<file path="src/rtl/mc_datapath.sv">
// Multi-cycle RV32I-subset datapath: FETCH/DECODE/EXEC/MEM/WB sequencing over a
// single shared instruction/data memory port with a ready handshake.
module mc_datapath #(
    parameter int              XLEN     = 32,
    parameter int              NREG     = 32,
    parameter logic [XLEN-1:0] RESET_PC = '0
) (
    input  logic            clk,
    input  logic            rst,
    output logic            mem_req,
    output logic            mem_we,
    output logic [XLEN-1:0] mem_addr,
    output logic [XLEN-1:0] mem_wdata,
    input  logic [XLEN-1:0] mem_rdata,
    input  logic            mem_ready,
    output logic [3:0]      status,
    output logic [XLEN-1:0] pc,
    output logic            halt
);
    localparam int         RW    = (NREG > 1) ? $clog2(NREG) : 1;
    localparam logic [5:0] NREG6 = 6'(NREG);

    typedef enum logic [2:0] {S_FETCH, S_DECODE, S_EXEC, S_MEM, S_WB, S_HALT} state_t;
    typedef enum logic [2:0] {OP_ADD, OP_SUB, OP_AND, OP_OR, OP_XOR, OP_SLT} alu_op_t;

    state_t          state;
    logic [31:0]     ir;
    logic [XLEN-1:0] a, b, imm, res, mdr;
    logic [XLEN-1:0] regs [NREG];

    logic [6:0] opcode, f7;
    logic [4:0] rd, rs1, rs2;
    logic [2:0] f3;
    assign opcode = ir[6:0];
    assign rd     = ir[11:7];
    assign f3     = ir[14:12];
    assign rs1    = ir[19:15];
    assign rs2    = ir[24:20];
    assign f7     = ir[31:25];

    logic    is_r, is_addi, is_lw, is_sw, is_br, is_ecall, bad_enc, bad_idx;
    logic    use_rs2, use_rd;
    alu_op_t alu_op;

    // Instruction decode from the latched IR; also flags out-of-range register fields
    always_comb begin
        is_r = 1'b0; is_addi = 1'b0; is_lw = 1'b0; is_sw = 1'b0; is_br = 1'b0;
        is_ecall = 1'b0; bad_enc = 1'b0; alu_op = OP_ADD;
        case (opcode)
            7'h33: begin
                is_r = 1'b1;
                if (f7 == 7'h00) begin
                    case (f3)
                        3'b000:  alu_op = OP_ADD;
                        3'b111:  alu_op = OP_AND;
                        3'b110:  alu_op = OP_OR;
                        3'b100:  alu_op = OP_XOR;
                        3'b010:  alu_op = OP_SLT;
                        default: bad_enc = 1'b1;
                    endcase
                end else if (f7 == 7'h20 && f3 == 3'b000) begin
                    alu_op = OP_SUB;
                end else begin
                    bad_enc = 1'b1;
                end
            end
            7'h13: begin is_addi = 1'b1; bad_enc = (f3 != 3'b000); end
            7'h03: begin is_lw = 1'b1; bad_enc = (f3 != 3'b010); end
            7'h23: begin is_sw = 1'b1; bad_enc = (f3 != 3'b010); end
            7'h63: begin is_br = 1'b1; alu_op = OP_SUB; bad_enc = (f3[2:1] != 2'b00); end
            7'h73: is_ecall = 1'b1;
            default: bad_enc = 1'b1;
        endcase
        // Only the fields a format actually uses are range-checked; I-type imm bits overlap rs2
        use_rs2 = is_r | is_sw | is_br;
        use_rd  = is_r | is_addi | is_lw;
        bad_idx = ({1'b0, rs1} >= NREG6) || (use_rs2 && {1'b0, rs2} >= NREG6) ||
                  (use_rd && {1'b0, rd} >= NREG6);
    end

    logic [XLEN-1:0] op_b, bb, alu_res, flag_src;
    logic [XLEN:0]   sum;
    logic            sub, ovf, fn, fz, fc, fv;

    // ALU: shared adder does ADD/SUB/compare; SLT and branches reuse the subtraction flags
    always_comb begin
        op_b     = is_addi ? imm : b;
        sub      = (alu_op == OP_SUB) || (alu_op == OP_SLT);
        bb       = sub ? ~op_b : op_b;
        sum      = {1'b0, a} + {1'b0, bb} + {{XLEN{1'b0}}, sub};
        ovf      = (a[XLEN-1] == bb[XLEN-1]) && (sum[XLEN-1] != a[XLEN-1]);
        alu_res  = sum[XLEN-1:0];
        fc       = sum[XLEN];
        fv       = ovf;
        case (alu_op)
            OP_AND:  begin alu_res = a & op_b; fc = 1'b0; fv = 1'b0; end
            OP_OR:   begin alu_res = a | op_b; fc = 1'b0; fv = 1'b0; end
            OP_XOR:  begin alu_res = a ^ op_b; fc = 1'b0; fv = 1'b0; end
            OP_SLT:  alu_res = {{(XLEN-1){1'b0}}, sum[XLEN-1] ^ ovf};
            default: ;
        endcase
        flag_src = (alu_op == OP_SLT) ? sum[XLEN-1:0] : alu_res;
        fn       = flag_src[XLEN-1];
        fz       = (flag_src == '0);
    end

    // Memory port decoded from state; forced quiet while reset is held so an abort is immediate
    always_comb begin
        mem_req   = rst && (state == S_FETCH || state == S_MEM);
        mem_we    = rst && (state == S_MEM) && is_sw;
        mem_addr  = '0;
        mem_wdata = '0;
        if (rst && state == S_FETCH) mem_addr = pc;
        if (rst && state == S_MEM) begin
            mem_addr  = res;
            mem_wdata = b;
        end
    end

    // Instruction sequencer: owns PC, register file, IR/operand latches, status and halt
    always_ff @(posedge clk or negedge rst) begin
        if (!rst) begin
            state  <= S_FETCH;
            pc     <= RESET_PC;
            ir     <= '0;
            a      <= '0;
            b      <= '0;
            imm    <= '0;
            res    <= '0;
            mdr    <= '0;
            status <= '0;
            halt   <= 1'b0;
            for (int i = 0; i < NREG; i++) regs[i] <= '0;
        end else begin
            case (state)
                S_FETCH: if (mem_ready) begin
                    ir    <= mem_rdata[31:0];
                    state <= S_DECODE;
                end
                S_DECODE: begin
                    a <= regs[rs1[RW-1:0]];
                    b <= regs[rs2[RW-1:0]];
                    if (is_sw)
                        imm <= {{(XLEN-12){ir[31]}}, ir[31:25], ir[11:7]};
                    else if (is_br)
                        imm <= {{(XLEN-12){ir[31]}}, ir[7], ir[30:25], ir[11:8], 1'b0};
                    else
                        imm <= {{(XLEN-12){ir[31]}}, ir[31:20]};
                    if (bad_enc || bad_idx || is_ecall) begin
                        halt  <= 1'b1;
                        state <= S_HALT;
                    end else begin
                        state <= S_EXEC;
                    end
                end
                S_EXEC: begin
                    if (is_br) begin
                        status <= {fn, fz, fc, fv};
                        pc     <= ((f3[0] ? !fz : fz)) ? pc + imm : pc + XLEN'(4);
                        state  <= S_FETCH;
                    end else if (is_lw || is_sw) begin
                        res   <= a + imm;
                        state <= S_MEM;
                    end else begin
                        res    <= alu_res;
                        status <= {fn, fz, fc, fv};
                        state  <= S_WB;
                    end
                end
                S_MEM: if (mem_ready) begin
                    if (is_sw) begin
                        pc    <= pc + XLEN'(4);
                        state <= S_FETCH;
                    end else begin
                        mdr   <= mem_rdata;
                        state <= S_WB;
                    end
                end
                S_WB: begin
                    if (rd != 5'd0) regs[rd[RW-1:0]] <= is_lw ? mdr : res;
                    pc    <= pc + XLEN'(4);
                    state <= S_FETCH;
                end
                S_HALT: state <= S_HALT;
                default: begin
                    halt  <= 1'b1;
                    state <= S_HALT;
                end
            endcase
        end
    end
endmodule

</file>
<file path="config.mk">
export PLATFORM = sky130hd
export DESIGN_NAME = mc_datapath
export DESIGN_NICKNAME = d
export VERILOG_FILES = /design/src/rtl/mc_datapath.sv
export SDC_FILE = /design/constraint.sdc
export NUM_CORES = 2
export LEC_CHECK = 0
export ABC_AREA = 1
export ABC_CLOCK_PERIOD_IN_PS = 4900
export BUFFER_PORTS_ARGS = -buffer_cell sky130_fd_sc_hd__buf_2
export CAP_MARGIN = 20
export CORE_ASPECT_RATIO = 0.8
export CORE_MARGIN = 4
export CORE_UTILIZATION = 52
export CTS_CLUSTER_SIZE = 25
export DETAILED_ROUTE_END_ITERATION = 16
export PLACE_DENSITY = 0.73
export SYNTH_ARGS = -nofsm -noshare
export SYNTH_HDL_FRONTEND = slang
export SYNTH_SLANG_ARGS = --single-unit
</file>
<file path="constraint.sdc">
create_clock -name clk -period 4.9 [get_ports clk]
set_input_delay 0.98 -clock clk [delete_from_list [all_inputs] [get_ports clk]]
set_output_delay 0.98 -clock clk [all_outputs]
set_load 0.01 [all_outputs]
</file>
==> results.cfg <==
[route]
drc_errors = 0
wl_per_cell_um = 26.1
via_count = 75048
ant_nets = 0
wl_um = 298000
vias_per_cell = 6.57
drt-pass1-iter-count = 7
drt_iter0_markers = 12194

[clocking]
cts_root_buffer = clkbuf_16
cts_inserted_buffers = 133
htreeDepth = 4
cts_tree = built
clk_pin_slew_ns = 0.06
hold_buffers = 0
clockBufferDepth = 3
insertion_delay_ns = 0.80
cts.sinks = 1237

[synthesis]
netlist_area_mm2 = 0.0711
synth_edf_count = 0
synthDistinctLibCells = 55
synth_flop_cell = dfrtp_1
syn_inst = 9669
synth.avg_cell_area_um2 = 7.35
ys_warn_count = 0
synth.net_count = 9867
ys_async_sr_fraction_pct = 100
synth-seq-cells = 1237
ys_seq_area_share_pct = 43.5

[layout]
nNetsFinal = 9728
final_cell_mix = o21ai_0 (2474), nor2_1 (1530), nand2_1 (1503)
final_area_mm2 = 0.0803
area_growth_pct = 13.0
layout_commonest_cell = o21ai_0
drive_gt1_share_pct = 10.6
fin_cells = 11429
utilization_pct = 59.1

[critical_path]
cp.required_ns = 5.62
path_max_fanout = 8
critPathBufInv = 6
crit_path_start_kind = register
cp_slowest_cell = dfrtp_1
cp-end-kind = register
path_class = register to register
arrival_ns = 5.54
crit_path_max_incr_delay_ns = 0.37
cp_top_family = simple AND/OR/NAND/NOR gates
path_common_cell = nand2_1

[timing]
setup_tns_ns = 0
fin_worst_skew_ns = 0.0299
finalMaxSlewViolations = 0
fmax_mhz = 208
slew-limit-headroom_pct = 13.1
finalSetupViolations = 0
tightest_slew_ns = 1.30
holdWs_ns = 0.0562
hold_viol = 0
finalCriticalPeriod_ns = 4.82
worst_slack_ns = 0.0831
final.period_utilization_pct = 98.3
rsz0062_at_grt = true

[power]
leakage_nw = 36.4
p_total_mw = 57.2
ir_drop_uv = 628
power.density_mw_per_mm2 = 712

[place]
portBuffers = 137
gp_congestion = 1.00
dp.cells = 11146
post-place-ws_ns = -0.181
dpl_cell_area_mm2 = 0.0747
dpl.hpwl_um = 178000

[floorplan]
ios = 138
die_h_um = 339
start_util_pct = 52.3
die_x_um = 421
fp.coreArea_mm2 = 0.136
rows = 121
dieArea_mm2 = 0.143

[global_route]
first_global_vias = 69756
grt_pass1_wl_um = 443000
antenna_found_initial = 10
grt_use_total_pct = 40.3
grt_overflow_total = 0
grt_max_degree = 205

[flow_run]
drv_cap = 0

[run_status]
status = complete, no violations

[hold_path]
hold_path.class = input pin to asynchronous set/reset pin
## cell families after synthesis
group | count (synthesis) | synth area share [%]
adder cells (fa/ha/maj) | 163 | 2.90
AND/OR/NAND/NOR | 3404 | 18.8
AO/OA/AOI/OAI | 3515 | 26.7
flip-flops | 1237 | 43.5
buffers and inverters | 1231 | 6.55
XOR/XNOR | 119 | 1.47
## worst reg2reg max path: cells and delay by family, from the launching register on
| kind | cells | cell delay [ns] |
|---|---|---|
| AO/OA/AOI/OAI | 4 | 0.51 |
| XOR/XNOR | 2 | 0.34 |
| adder cells (fa/ha/maj) | 1 | 0.28 |
| buffers and inverters | 6 | 0.92 |
| flip-flops | 1 | 0.37 |
| AND/OR/NAND/NOR | 19 | 2.33 |
## repair_timing
action | 4_1_cts | 5_1_grt
setup buffers | 4 | 20
gates cloned | 1 | 4
resized for setup | 40 | 125
endpoints found under the setup margin | 32 | 32
pin swaps | 14 | 72
## area by class of cell
| class | instances | area, µm² |
|---|---|---|
| Clock buffer | 186 | 3880 |
| Clock inverter | 56 | 763 |
| Tap cell | 1783 | 2230 |
| Timing Repair Buffer | 566 | 4560 |
| Fill cell | 12221 | 55600 |
| Antenna cell | 9 | 22.5 |
| Inverter | 391 | 1510 |
| Multi-Input combinational cell | 7201 | 36400 |
| Sequential cell | 1237 | 31000 |
## report_power, final
group	total [mW]	leakage, nW	internal (mW)	switching [mW]
logic	31.6	17.2	10.3	21.4
clock network	10.9	2.26	6.37	4.54
registers	14.6	17.0	12.2	2.42
total	57.2	36.4	28.8	28.3
## registers in the layout, indices dropped and copies added (netlist names)
register / count
ir: 32
imm: 13
b: 32
halt: 1
a: 32
pc: 32
mdr: 32
state: 3
res: 32
regs: 1024
status: 4
## worst paths after layout
kind                       startpoint   endpoint  slack (ns)  cells after the start
max in group asynchronous         rst  regs[675]        2.85                      3
hold reg to reg             regs[994]  regs[994]        0.40                      0
setup / recovery                ir[2]     pc[19]        0.08                     32
hold / removal                    rst   regs[76]        0.06                      1
setup reg to reg                ir[2]     pc[19]        0.08                     32
min in group clk            regs[994]  regs[994]        0.40                      0
## Yosys cell counts, drive strengths merged (4+ instances only)
cell     number  area share, %
o21a          7          0.074
a21oi       151            1.1
clkinv        4          0.021
nor3         28           0.22
nand3       183            1.3
o211ai       34           0.36
nand3b        7          0.074
o32ai        30           0.37
dfrtp      1237             44
nand4        45           0.43
nand2      1567            8.3
xor2         89            1.1
xnor2        30           0.37
o22ai       616            5.4
inv         387            2.0
a31oi        17           0.15
o21ai      2541             18
ha          160            2.8
nor2       1552            8.2
nor4         15           0.13
o311ai       10           0.12
o21bai       12           0.14
clkbuf      800            4.2
a21o          8          0.084
o31ai         8          0.084
a21boi        9          0.095
o2111ai       6          0.074
o221ai       55           0.68
a221oi        6          0.074
buf          40           0.26
## metal layers
layer / vias up / wire length, µm / global-route usage [%]
met3: 1152 / 38800 / 10.4
met1: 35542 / 116000 / 54.9
met4: 6 / 20500 / 24.4
met5: - / 39 / 0
li1: 32713 / - / -
met2: 5635 / 123000 / 57.8
Note: power is estimated with default switching activity, not from simulation.
